<file path="src/rtl/cpu_defs.sv">
// rtl/cpu_defs.sv - opcode constants, state encoding and opcode classing shared by sequencer, datapath and benches
package cpu_defs;

  localparam logic [4:0] OP_ADD  = 5'd3;
  localparam logic [4:0] OP_SUB  = 5'd4;
  localparam logic [4:0] OP_AND  = 5'd5;
  localparam logic [4:0] OP_OR   = 5'd6;
  localparam logic [4:0] OP_ROR  = 5'd7;
  localparam logic [4:0] OP_ROL  = 5'd8;
  localparam logic [4:0] OP_SHR  = 5'd9;
  localparam logic [4:0] OP_SHRA = 5'd10;
  localparam logic [4:0] OP_SHL  = 5'd11;
  localparam logic [4:0] OP_MUL  = 5'd15;
  localparam logic [4:0] OP_DIV  = 5'd16;
  localparam logic [4:0] OP_NEG  = 5'd17;
  localparam logic [4:0] OP_NOT  = 5'd18;
  localparam logic [4:0] OP_NOP  = 5'd26;
  localparam logic [4:0] OP_HALT = 5'd27;

  typedef enum logic [3:0] {
    ST_RST, ST_T0, ST_T1, ST_T2, ST_T3, ST_T4, ST_T5, ST_T6, ST_HALT
  } state_e;

  // Execute-phase shape of an instruction; drives the T3..T6 walk
  typedef enum logic [2:0] {
    CLS_3R, CLS_UN, CLS_MD, CLS_NOP, CLS_HALT, CLS_ILL
  } op_class_e;

  function automatic op_class_e op_class(input logic [4:0] op);
    case (op)
      OP_ADD, OP_SUB, OP_AND, OP_OR, OP_ROR,
      OP_ROL, OP_SHR, OP_SHRA, OP_SHL:        return CLS_3R;
      OP_NEG, OP_NOT:                         return CLS_UN;
      OP_MUL, OP_DIV:                         return CLS_MD;
      OP_NOP:                                 return CLS_NOP;
      OP_HALT:                                return CLS_HALT;
      default:                                return CLS_ILL;
    endcase
  endfunction

endpackage

</file>
<file path="src/rtl/select_encode.sv">
// rtl/select_encode.sv - picks Ra/Rb/Rc and turns it into one-hot register load/drive enables
module select_encode (
  input  logic [3:0]  ra,
  input  logic [3:0]  rb,
  input  logic [3:0]  rc,
  input  logic        gra,
  input  logic        grb,
  input  logic        grc,
  input  logic        rin_en,
  input  logic        rout_en,
  output logic [15:0] rin,
  output logic [15:0] rout
);

  logic [3:0]  sel;
  logic [15:0] dec;

  // Priority pick of the register field, then one-hot decode gated by the enables
  always_comb begin
    sel = 4'd0;
    dec = 16'd0;
    if (gra)      sel = ra;
    else if (grb) sel = rb;
    else          sel = rc;
    if (gra || grb || grc) dec = 16'd1 << sel;
    rin  = rin_en  ? dec : 16'd0;
    rout = rout_en ? dec : 16'd0;
  end

endmodule

</file>
<file path="src/rtl/control_sequencer.sv">
// rtl/control_sequencer.sv - Moore control FSM: fetch, decode and execute strobes for the datapath
module control_sequencer
  import cpu_defs::*;
(
  input  logic        clk,
  input  logic        reset,
  input  logic [31:0] IR,
  input  logic        MemDone,
  input  logic        Stop,
  output logic        PCout,
  output logic        MARin,
  output logic        IncPC,
  output logic        PCin,
  output logic        Read,
  output logic        MDRin,
  output logic        MDRout,
  output logic        IRin,
  output logic        Yin,
  output logic        Zin,
  output logic        Zlowout,
  output logic        Zhighout,
  output logic        HIin,
  output logic        LOin,
  output logic        AND,
  output logic        OR,
  output logic        ADD,
  output logic        SUB,
  output logic        MUL,
  output logic        DIV,
  output logic        SHR,
  output logic        SHRA,
  output logic        SHL,
  output logic        ROR,
  output logic        ROL,
  output logic        NEG,
  output logic        NOT,
  output logic [15:0] Rin,
  output logic [15:0] Rout,
  output logic        Run,
  output logic        Illegal
);

  state_e    state, state_nx, end_nx;
  logic [16:0] ir_q;
  logic      halt_wait;
  logic [4:0] op_q;
  op_class_e cls;
  logic      gra, grb, grc, rin_en, rout_en, alu_en;
  logic      unused_ir;

  assign op_q      = ir_q[16:12];
  assign cls       = op_class(op_q);
  assign unused_ir = ^IR[14:0];

  // State register; reset forces RST from anywhere
  always_ff @(posedge clk) begin
    if (!reset) state <= ST_RST;
    else        state <= state_nx;
  end

  // Latch the instruction fields as the datapath loads IR, and remember an opcode halt needs a Stop pulse
  always_ff @(posedge clk) begin
    if (!reset) begin
      ir_q      <= '0;
      halt_wait <= 1'b0;
    end else begin
      if (state == ST_T2) ir_q <= IR[31:15];
      if (state == ST_T3 && cls == CLS_HALT) halt_wait <= 1'b1;
      else if (state == ST_HALT && Stop)     halt_wait <= 1'b0;
    end
  end

  // Next-state walk; Stop is only honoured on the final step of an instruction
  always_comb begin
    end_nx   = Stop ? ST_HALT : ST_T0;
    state_nx = state;
    case (state)
      ST_RST:  state_nx = end_nx;
      ST_T0:   state_nx = ST_T1;
      ST_T1:   state_nx = MemDone ? ST_T2 : ST_T1;
      ST_T2:   state_nx = ST_T3;
      ST_T3: begin
        case (cls)
          CLS_3R, CLS_UN, CLS_MD: state_nx = ST_T4;
          CLS_HALT:               state_nx = ST_HALT;
          default:                state_nx = end_nx;
        endcase
      end
      ST_T4:   state_nx = (cls == CLS_UN) ? end_nx : ST_T5;
      ST_T5:   state_nx = (cls == CLS_MD) ? ST_T6 : end_nx;
      ST_T6:   state_nx = end_nx;
      ST_HALT: state_nx = (!halt_wait && !Stop) ? ST_T0 : ST_HALT;
      default: state_nx = ST_RST;
    endcase
  end

  // Strobe decode from state and latched opcode only
  always_comb begin
    {PCout, MARin, IncPC, PCin, Read, MDRin, MDRout, IRin} = '0;
    {Yin, Zin, Zlowout, Zhighout, HIin, LOin}              = '0;
    {gra, grb, grc, rin_en, rout_en, alu_en}               = '0;
    Illegal = 1'b0;
    Run     = (state != ST_RST) && (state != ST_HALT);
    case (state)
      ST_T0: {PCout, MARin, IncPC, PCin} = 4'hF;
      ST_T1: {Read, MDRin} = 2'b11;
      ST_T2: {MDRout, IRin} = 2'b11;
      ST_T3: begin
        case (cls)
          CLS_3R:  begin grb = 1'b1; rout_en = 1'b1; Yin = 1'b1; end
          CLS_UN:  begin grb = 1'b1; rout_en = 1'b1; alu_en = 1'b1; Zin = 1'b1; end
          CLS_MD:  begin gra = 1'b1; rout_en = 1'b1; Yin = 1'b1; end
          CLS_ILL: Illegal = 1'b1;
          default: ;
        endcase
      end
      ST_T4: begin
        case (cls)
          CLS_3R:  begin grc = 1'b1; rout_en = 1'b1; alu_en = 1'b1; Zin = 1'b1; end
          CLS_UN:  begin gra = 1'b1; rin_en = 1'b1; Zlowout = 1'b1; end
          CLS_MD:  begin grb = 1'b1; rout_en = 1'b1; alu_en = 1'b1; Zin = 1'b1; end
          default: ;
        endcase
      end
      ST_T5: begin
        if (cls == CLS_MD) begin
          Zlowout = 1'b1; LOin = 1'b1;
        end else begin
          gra = 1'b1; rin_en = 1'b1; Zlowout = 1'b1;
        end
      end
      ST_T6: {Zhighout, HIin} = 2'b11;
      default: ;
    endcase
    AND  = alu_en && (op_q == OP_AND);
    OR   = alu_en && (op_q == OP_OR);
    ADD  = alu_en && (op_q == OP_ADD);
    SUB  = alu_en && (op_q == OP_SUB);
    MUL  = alu_en && (op_q == OP_MUL);
    DIV  = alu_en && (op_q == OP_DIV);
    SHR  = alu_en && (op_q == OP_SHR);
    SHRA = alu_en && (op_q == OP_SHRA);
    SHL  = alu_en && (op_q == OP_SHL);
    ROR  = alu_en && (op_q == OP_ROR);
    ROL  = alu_en && (op_q == OP_ROL);
    NEG  = alu_en && (op_q == OP_NEG);
    NOT  = alu_en && (op_q == OP_NOT);
  end

  select_encode u_select_encode (
    .ra      (ir_q[11:8]),
    .rb      (ir_q[7:4]),
    .rc      (ir_q[3:0]),
    .gra     (gra),
    .grb     (grb),
    .grc     (grc),
    .rin_en  (rin_en),
    .rout_en (rout_en),
    .rin     (Rin),
    .rout    (Rout)
  );

endmodule

</file>
<file path="config.mk">
export PLATFORM = sky130hd
export DESIGN_NAME = control_sequencer
export DESIGN_NICKNAME = d
export VERILOG_FILES = /design/src/rtl/cpu_defs.sv /design/src/rtl/select_encode.sv /design/src/rtl/control_sequencer.sv
export SDC_FILE = /design/constraint.sdc
export NUM_CORES = 1
export LEC_CHECK = 0
export BUFFER_PORTS_ARGS = -buffer_cell sky130_fd_sc_hd__buf_2
export CORE_ASPECT_RATIO = 1.5
export CORE_UTILIZATION = 50
export CTS_CLUSTER_SIZE = 10
export DETAILED_ROUTE_END_ITERATION = 10
export GPL_ROUTABILITY_DRIVEN = 1
export MAX_ROUTING_LAYER = met4
export PLACE_DENSITY = 0.85
export SETUP_SLACK_MARGIN = 0.3
export SLEW_MARGIN = 20
export SYNTH_ARGS = -nofsm -noshare
export SYNTH_HDL_FRONTEND = slang
export SYNTH_SLANG_ARGS = --single-unit
</file>
<file path="constraint.sdc">
create_clock -name clk -period 2.2 [get_ports clk]
set_input_delay 0.11 -clock clk [delete_from_list [all_inputs] [get_ports clk]]
set_output_delay 0.11 -clock clk [all_outputs]
set_load 0.005 [all_outputs]
</file>
; Word-level counts from Yosys, hierarchy flattened
; Memory sizes are Yosys's and may differ from the RTL's. A register that Yosys moved wholly into a read port is not among the register bits.
; Index checks and enable logic that the tools add are counted.
; Widths: inputs -> output; s select.
[word_totals]
register_bits = 22
rom_bits = 96
input_bits = 36
out_inout_bits = 61
word_cells = 98
mem_count = 1
[memory_table]
columns = name, depth, word_bits, rd, rd_clocked_by_memory_dff, write_ports, line_no
row1 = (name not given), 32, 3, 1, 1, 0, cpu_defs.sv:30  ; case (op)
[op_classes]
n_eq_ne = 26
shift = 1
n_mux = 38
n_reduce_logical = 29
[ops]
columns = operator, n
row1 = $mux 16, 3
row2 = $pmux 4 s8, 1
row3 = $eq 5x4->1 const B, 5
row4 = $mux 4, 6
row5 = $eq 5x3->1 const B, 4
row6 = $mux 1, 19
row7 = $logic_and 1x1->1, 17
row8 = $eq 4x3->1 const B, 4
row9 = $shl 1x4->16 const A, 1
row10 = $eq 5x5->1 const B, 3
row11 = $mux 5, 2
row12 = $pmux 1 s2, 5
row13 = $eq 4x2->1 const B, 2
row14 = $pmux 4 s2, 1
row15 = $eq 3x3->1 const B, 2
row16 = $reduce_or 2->1, 3
row17 = $eq 5x2->1 const B, 1
row18 = $eq 4x1->1 const B, 1
row19 = $eq 4x4->1 const B, 1
row20 = $logic_not 4->1, 1
row21 = $ne 4x4->1 const B, 1
row22 = $reduce_bool 4->1, 1
row23 = $eq 3x1->1 const B, 1
row24 = $eq 3x2->1 const B, 1
row25 = 6 further kinds, 8

; Longest topological paths before layout
[logic_depth]
depth_word = 9
ltp_mapped = 8
depth_no_buf = 6

; Cells and area by module
; A second synthesis with hierarchy kept.
[hier_totals]
hier_cells = 284
hier_area_um2 = 2108.3
[modules_own_cells]
columns = module, instances, cells_per_inst, area_per_inst_um2, seq_area_each_um2
row1 = control_sequencer, 1, 219, 1654.1, 500.5
row2 = select_encode, 1, 65, 454.2, 0.0

; Worst setup path before layout
; Ideal clock, no wire load.
[synth_path]
path_kind = reg-to-output
startpoint = register state[0]
endpoint = output port Rout[3]
arrival_time_ns = 1.651
required_time_ns = 2.090
slack_ns = 0.439
stages_incl_launch_ff = 8
n_path_buf = 2
path_cell_list = dfxtp_1 buf_2 nor4b_4 a32oi_2 buf_2 nor4_1 a311oi_1 a2111oi_2
[synth_between]
elab_chain_cells = 7
elab_cells_between_ends = 14
cone_classes = eq/ne: 3 / shift: 1 / mux: 8 / reduce/logical: 2
[synth_rtl]
columns = element, line_no
row1 = "start, declared", control_sequencer.sv:43  ; state_e state, state_nx, end_nx;
row2 = "start signal, assigned", control_sequencer.sv:58  ; else state <= state_nx;
row3 = $eq 4x3->1, control_sequencer.sv:104  ; case (state)
row4 = $pmux 1 s2, control_sequencer.sv:104
row5 = $mux 4, select_encode.sv:23  ; else if (grb) sel = rb;
row6 = $mux 4, select_encode.sv:22  ; if (gra) sel = ra;
row7 = $shl 1x4->16, select_encode.sv:25  ; if (gra || grb || grc) dec = 16'd1 << sel;
row8 = $mux 16, select_encode.sv:25
row9 = $mux 16 *, select_encode.sv:27  ; rout = rout_en ? dec : 16'd0;
row10 = "end, declared", control_sequencer.sv:38  ; output logic [15:0] Rout,
; Every way passes the cells marked *; elsewhere a longest branch is shown, timed or not.

; Worst setup path after layout
[layout_path]
startpoint = register state[0]
endpoint = output port Rin[3]
[layout_between]
elab_chain_cells = 7
elab_cells_between_ends = 14
cone_classes = eq/ne: 3 / shift: 1 / mux: 8 / reduce/logical: 2
[layout_rtl]
columns = element, line_no
row1 = $eq 4x3->1, control_sequencer.sv:104
row2 = $pmux 1 s2, control_sequencer.sv:104
row3 = $mux 4, select_encode.sv:23
row4 = $mux 4, select_encode.sv:22
row5 = $shl 1x4->16, select_encode.sv:25
row6 = $mux 16, select_encode.sv:25
row7 = $mux 16 *, select_encode.sv:26  ; rin = rin_en ? dec : 16'd0;
row8 = "end, declared", control_sequencer.sv:37  ; output logic [15:0] Rin,
; Marks and branches as above.

==> results.sh <==
export IMPL_crit_family="compound AO/OA/AOI/OAI gates"
export IMPL_vias=3311
export IMPL_worstPathMaxFanout=8
export IMPL_setup_worst_path_class="reg2out"
export IMPL_timing_hold_ws_ns=0.0817
export IMPL_grt_max_degree=26
export IMPL_tightest_slew_ns=0.454
export IMPL_peakVddDrop_mv=0.355
export IMPL_failed_checks="setup timing"
export IMPL_cts_sinks=25
export IMPL_ys_seq_elements=25
export IMPL_synth_seq_area_share_pct=20.3
export IMPL_drtIter0Drc=219
export IMPL_max_cap_violations=0
export IMPL_status="finished, violations left"
export IMPL_hold_depth=3
export IMPL_async_flop_share_pct=0
export IMPL_area_delta_synth_final_pct=47.3
export IMPL_setup_violations=12
export IMPL_num_rows=31
export IMPL_nets=491
export IMPL_clkTransAtPathRegs_ns=0.09
export IMPL_min_period_over_period_pct=102
export IMPL_fin_total_pwr_uw=1060
export IMPL_pwr_density_cell_nw_per_um2=292
export IMPL_r2r_slack_ns=0.29
export IMPL_die_w_um=59.4
export IMPL_period_needed_ns=2.23
export IMPL_final_cell_mix="buf_2 (83), nand2_1 (54), buf_4 (28)"
export IMPL_cts_tree="built"
export IMPL_dieArea_um2=5230
export IMPL_first_global_vias=2868
export IMPL_required_ns=2.09
export IMPL_syn_inst=354
export IMPL_gr_total_overflow=0
export IMPL_die_h_um=88.1
export IMPL_skew_ns=0.00164
export IMPL_core_area_um2=4770
export IMPL_synth_edf_count=0
export IMPL_drc=0
export IMPL_routed_wl_um=9090
export IMPL_grt_pass1_wl_um=12700
export IMPL_finalWeightedCongestion=0.936
export IMPL_ios=97
export IMPL_finalMaxSlewViolations=0
export IMPL_root_buffer="clkbuf_8"
export IMPL_drt_pass1_iter_count=6
export IMPL_hold_path_end="ir_q[10]"
export IMPL_r2r_start="state[1]"
export IMPL_wl_per_cell_um=17.5
export IMPL_cp_depth=7
export IMPL_yosysWarnings=0
export IMPL_hold_viol=0
export IMPL_port_buffers=81
export IMPL_setup_slack_ns=-0.0338
export IMPL_dp_hpwl_um=5470
export IMPL_synthesis_nets=390
export IMPL_arrival_ns=2.12
export IMPL_final_common_cell="buf_2"
export IMPL_synth_main_ff_cell="dfxtp_1"
export IMPL_slowest_delay_ns=0.44
export IMPL_min_path_type="in2reg"
export IMPL_syn_avg_cell_area_um2=6.97
export IMPL_cts_buffer_depth=2
export IMPL_htreeDepth=1
export IMPL_p_leak_uw=0.00144
export IMPL_placed_cell_area_um2=2970
export IMPL_crit_chain="nor2b_4 -> a32oi_4 -> mux2i_1 -> buf_4 -> a21o_4 -> a211oi_2 -> buf_2"
export IMPL_numCtsBuffers=3
export IMPL_r2r_end="cls[0]"
export IMPL_avgViaCountPerCell=6.37
export IMPL_synth_area_um2=2470
export IMPL_insertedDiodeCount=0
export IMPL_critPathCaptureType="output port"
export IMPL_critPathSlowestCell="a32oi_4"
export IMPL_initial_utilization_pct=51.7
export IMPL_clk_latency_ns=0.27
export IMPL_synth_distinct_cells=57
export IMPL_layout_drive_gt1_share_pct=45.6
export IMPL_crit_buf_inv=2
export IMPL_worstHoldStart="IR[25]"
export IMPL_final_area_um2=3640
export IMPL_ant_nets=0
export IMPL_fmax_mhz=448
export IMPL_reg2reg_depth=9
export IMPL_rsz0062_at_grt="true"
export IMPL_antenna_found_initial=0
export IMPL_slew_limit_headroom_pct=69.7
export IMPL_cp_start_kind="flip-flop"
export IMPL_grt_total_usage_pct=31.8
[power breakdown]
part / switching (µW) / internal [µW] / leakage (µW) / total [µW]
Combinational: 168 / 129 / 0.00120 / 297
Sequential: 27.1 / 463 / 0.000205 / 490
Clock: 147 / 127 / 0.0000255 / 274
Total: 343 / 719 / 0.00144 / 1060
[synthesized netlist by cell type, types with 2 or more instances]
| master | count | area (µm²) |
|---|---|---|
| and3_1 | 9 | 56.3 |
| a2111oi_2 | 2 | 30.0 |
| nor2_1 | 16 | 60.1 |
| nand3_1 | 6 | 30.0 |
| a21o_1 | 4 | 30.0 |
| a211oi_1 | 11 | 82.6 |
| nand2_1 | 60 | 225 |
| nand2b_1 | 13 | 81.3 |
| mux2i_1 | 3 | 30.0 |
| and2_1 | 4 | 25.0 |
| inv_1 | 5 | 18.8 |
| buf_2 | 17 | 85.1 |
| buf_4 | 6 | 45.0 |
| nor2b_1 | 11 | 68.8 |
| nor3b_1 | 4 | 30.0 |
| a21boi_1 | 2 | 15.0 |
| nor3_1 | 33 | 165 |
| dfxtp_1 | 25 | 500 |
| a21boi_0 | 17 | 128 |
| a2111oi_1 | 2 | 20.0 |
| a21oi_1 | 20 | 100 |
| nor4_1 | 9 | 56.3 |
| nor4b_1 | 4 | 35.0 |
| o21a_1 | 2 | 15.0 |
| clkbuf_1 | 7 | 26.3 |
| and3b_1 | 3 | 26.3 |
| o21ai_1 | 2 | 10.0 |
| o22ai_1 | 4 | 25.0 |
| a311oi_1 | 16 | 140 |
| o21ai_0 | 10 | 50.1 |
[worst max-delay path by stage]
stage          slack (ns)  startpoint       to
4_1_cts              0.06    state[1]  Rout[1]
6_report            -0.03    state[0]   Rin[3]
2_1_floorplan        0.44    state[0]  Rout[3]
5_1_grt             -0.30    state[0]   Rin[3]
3_5_place_dp         0.12    state[0]  Rout[1]
3_3_place_gp         0.16    state[0]  Rout[1]
[per-layer routing]
| metal | track usage, % | share of wire, % | wire length, µm | vias up |
|---|---|---|---|---|
| met5 | - | 0 | 0 | - |
| met3 | 3.25 | 7.1 | 645 | 50 |
| met1 | 32.3 | 35 | 3220 | 1531 |
| li1 | - | - | - | 1515 |
| met2 | 57.0 | 53 | 4800 | 215 |
| met4 | 18.8 | 4.7 | 427 | 0 |
[worst min-delay path: stages]
cell      delay (ns)
buf_2           0.09
nand2_1         0.04
a21boi_0        0.06
[kinds of logic after synthesis]
kind of cell    Yosys count  share of synthesized area, %
mux                       4                          1.67
compound gates          104                          31.3
buf+inv                  37                          7.40
xor+xnor                  2                         0.710
flops                    25                          20.3
simple gates            182                          38.7
[cell type report]
type / instances / area [µm²]
clock buffers: 3 / 41.3
clock inverters: 1 / 5.00
fillers: 335 / 1130
inverters: 6 / 25.0
multi-input cells: 292 / 2140
flip-flops and latches: 25 / 522
well taps: 66 / 82.6
repair buffers: 127 / 823
[state kept, by name, indices dropped and copies added (netlist names)]
register / count
cls: 3
halt_wait: 1
ir_q: 17
state: 4
[metrics by stage]
| stage | TNS, ns | utilization [%] | cells | setup WS [ns] |
|---|---|---|---|---|
| global placement | 0 | 62.2 | 493 | 0.163 |
| global route | -2.92 | 76.2 | 520 | -0.295 |
| CTS | 0 | 69.6 | 510 | 0.0637 |
| detailed placement | 0 | 62.2 | 493 | 0.123 |
| floorplan | 0 | - | 354 | 0.439 |
| finish | -0.131 | 76.2 | 520 | -0.0338 |
[repair_timing]
item / in CTS / in global routing
endpoints found under the hold margin: 0 / 0
hold buffers: 0 / 0
setup buffers: 12 / 8
cloned: 1 / 2
gates resized for setup: 56 / 51
pin swaps: 24 / 16
endpoints found under the setup margin: 45 / 52
Note: power is estimated with default switching activity, not from simulation.
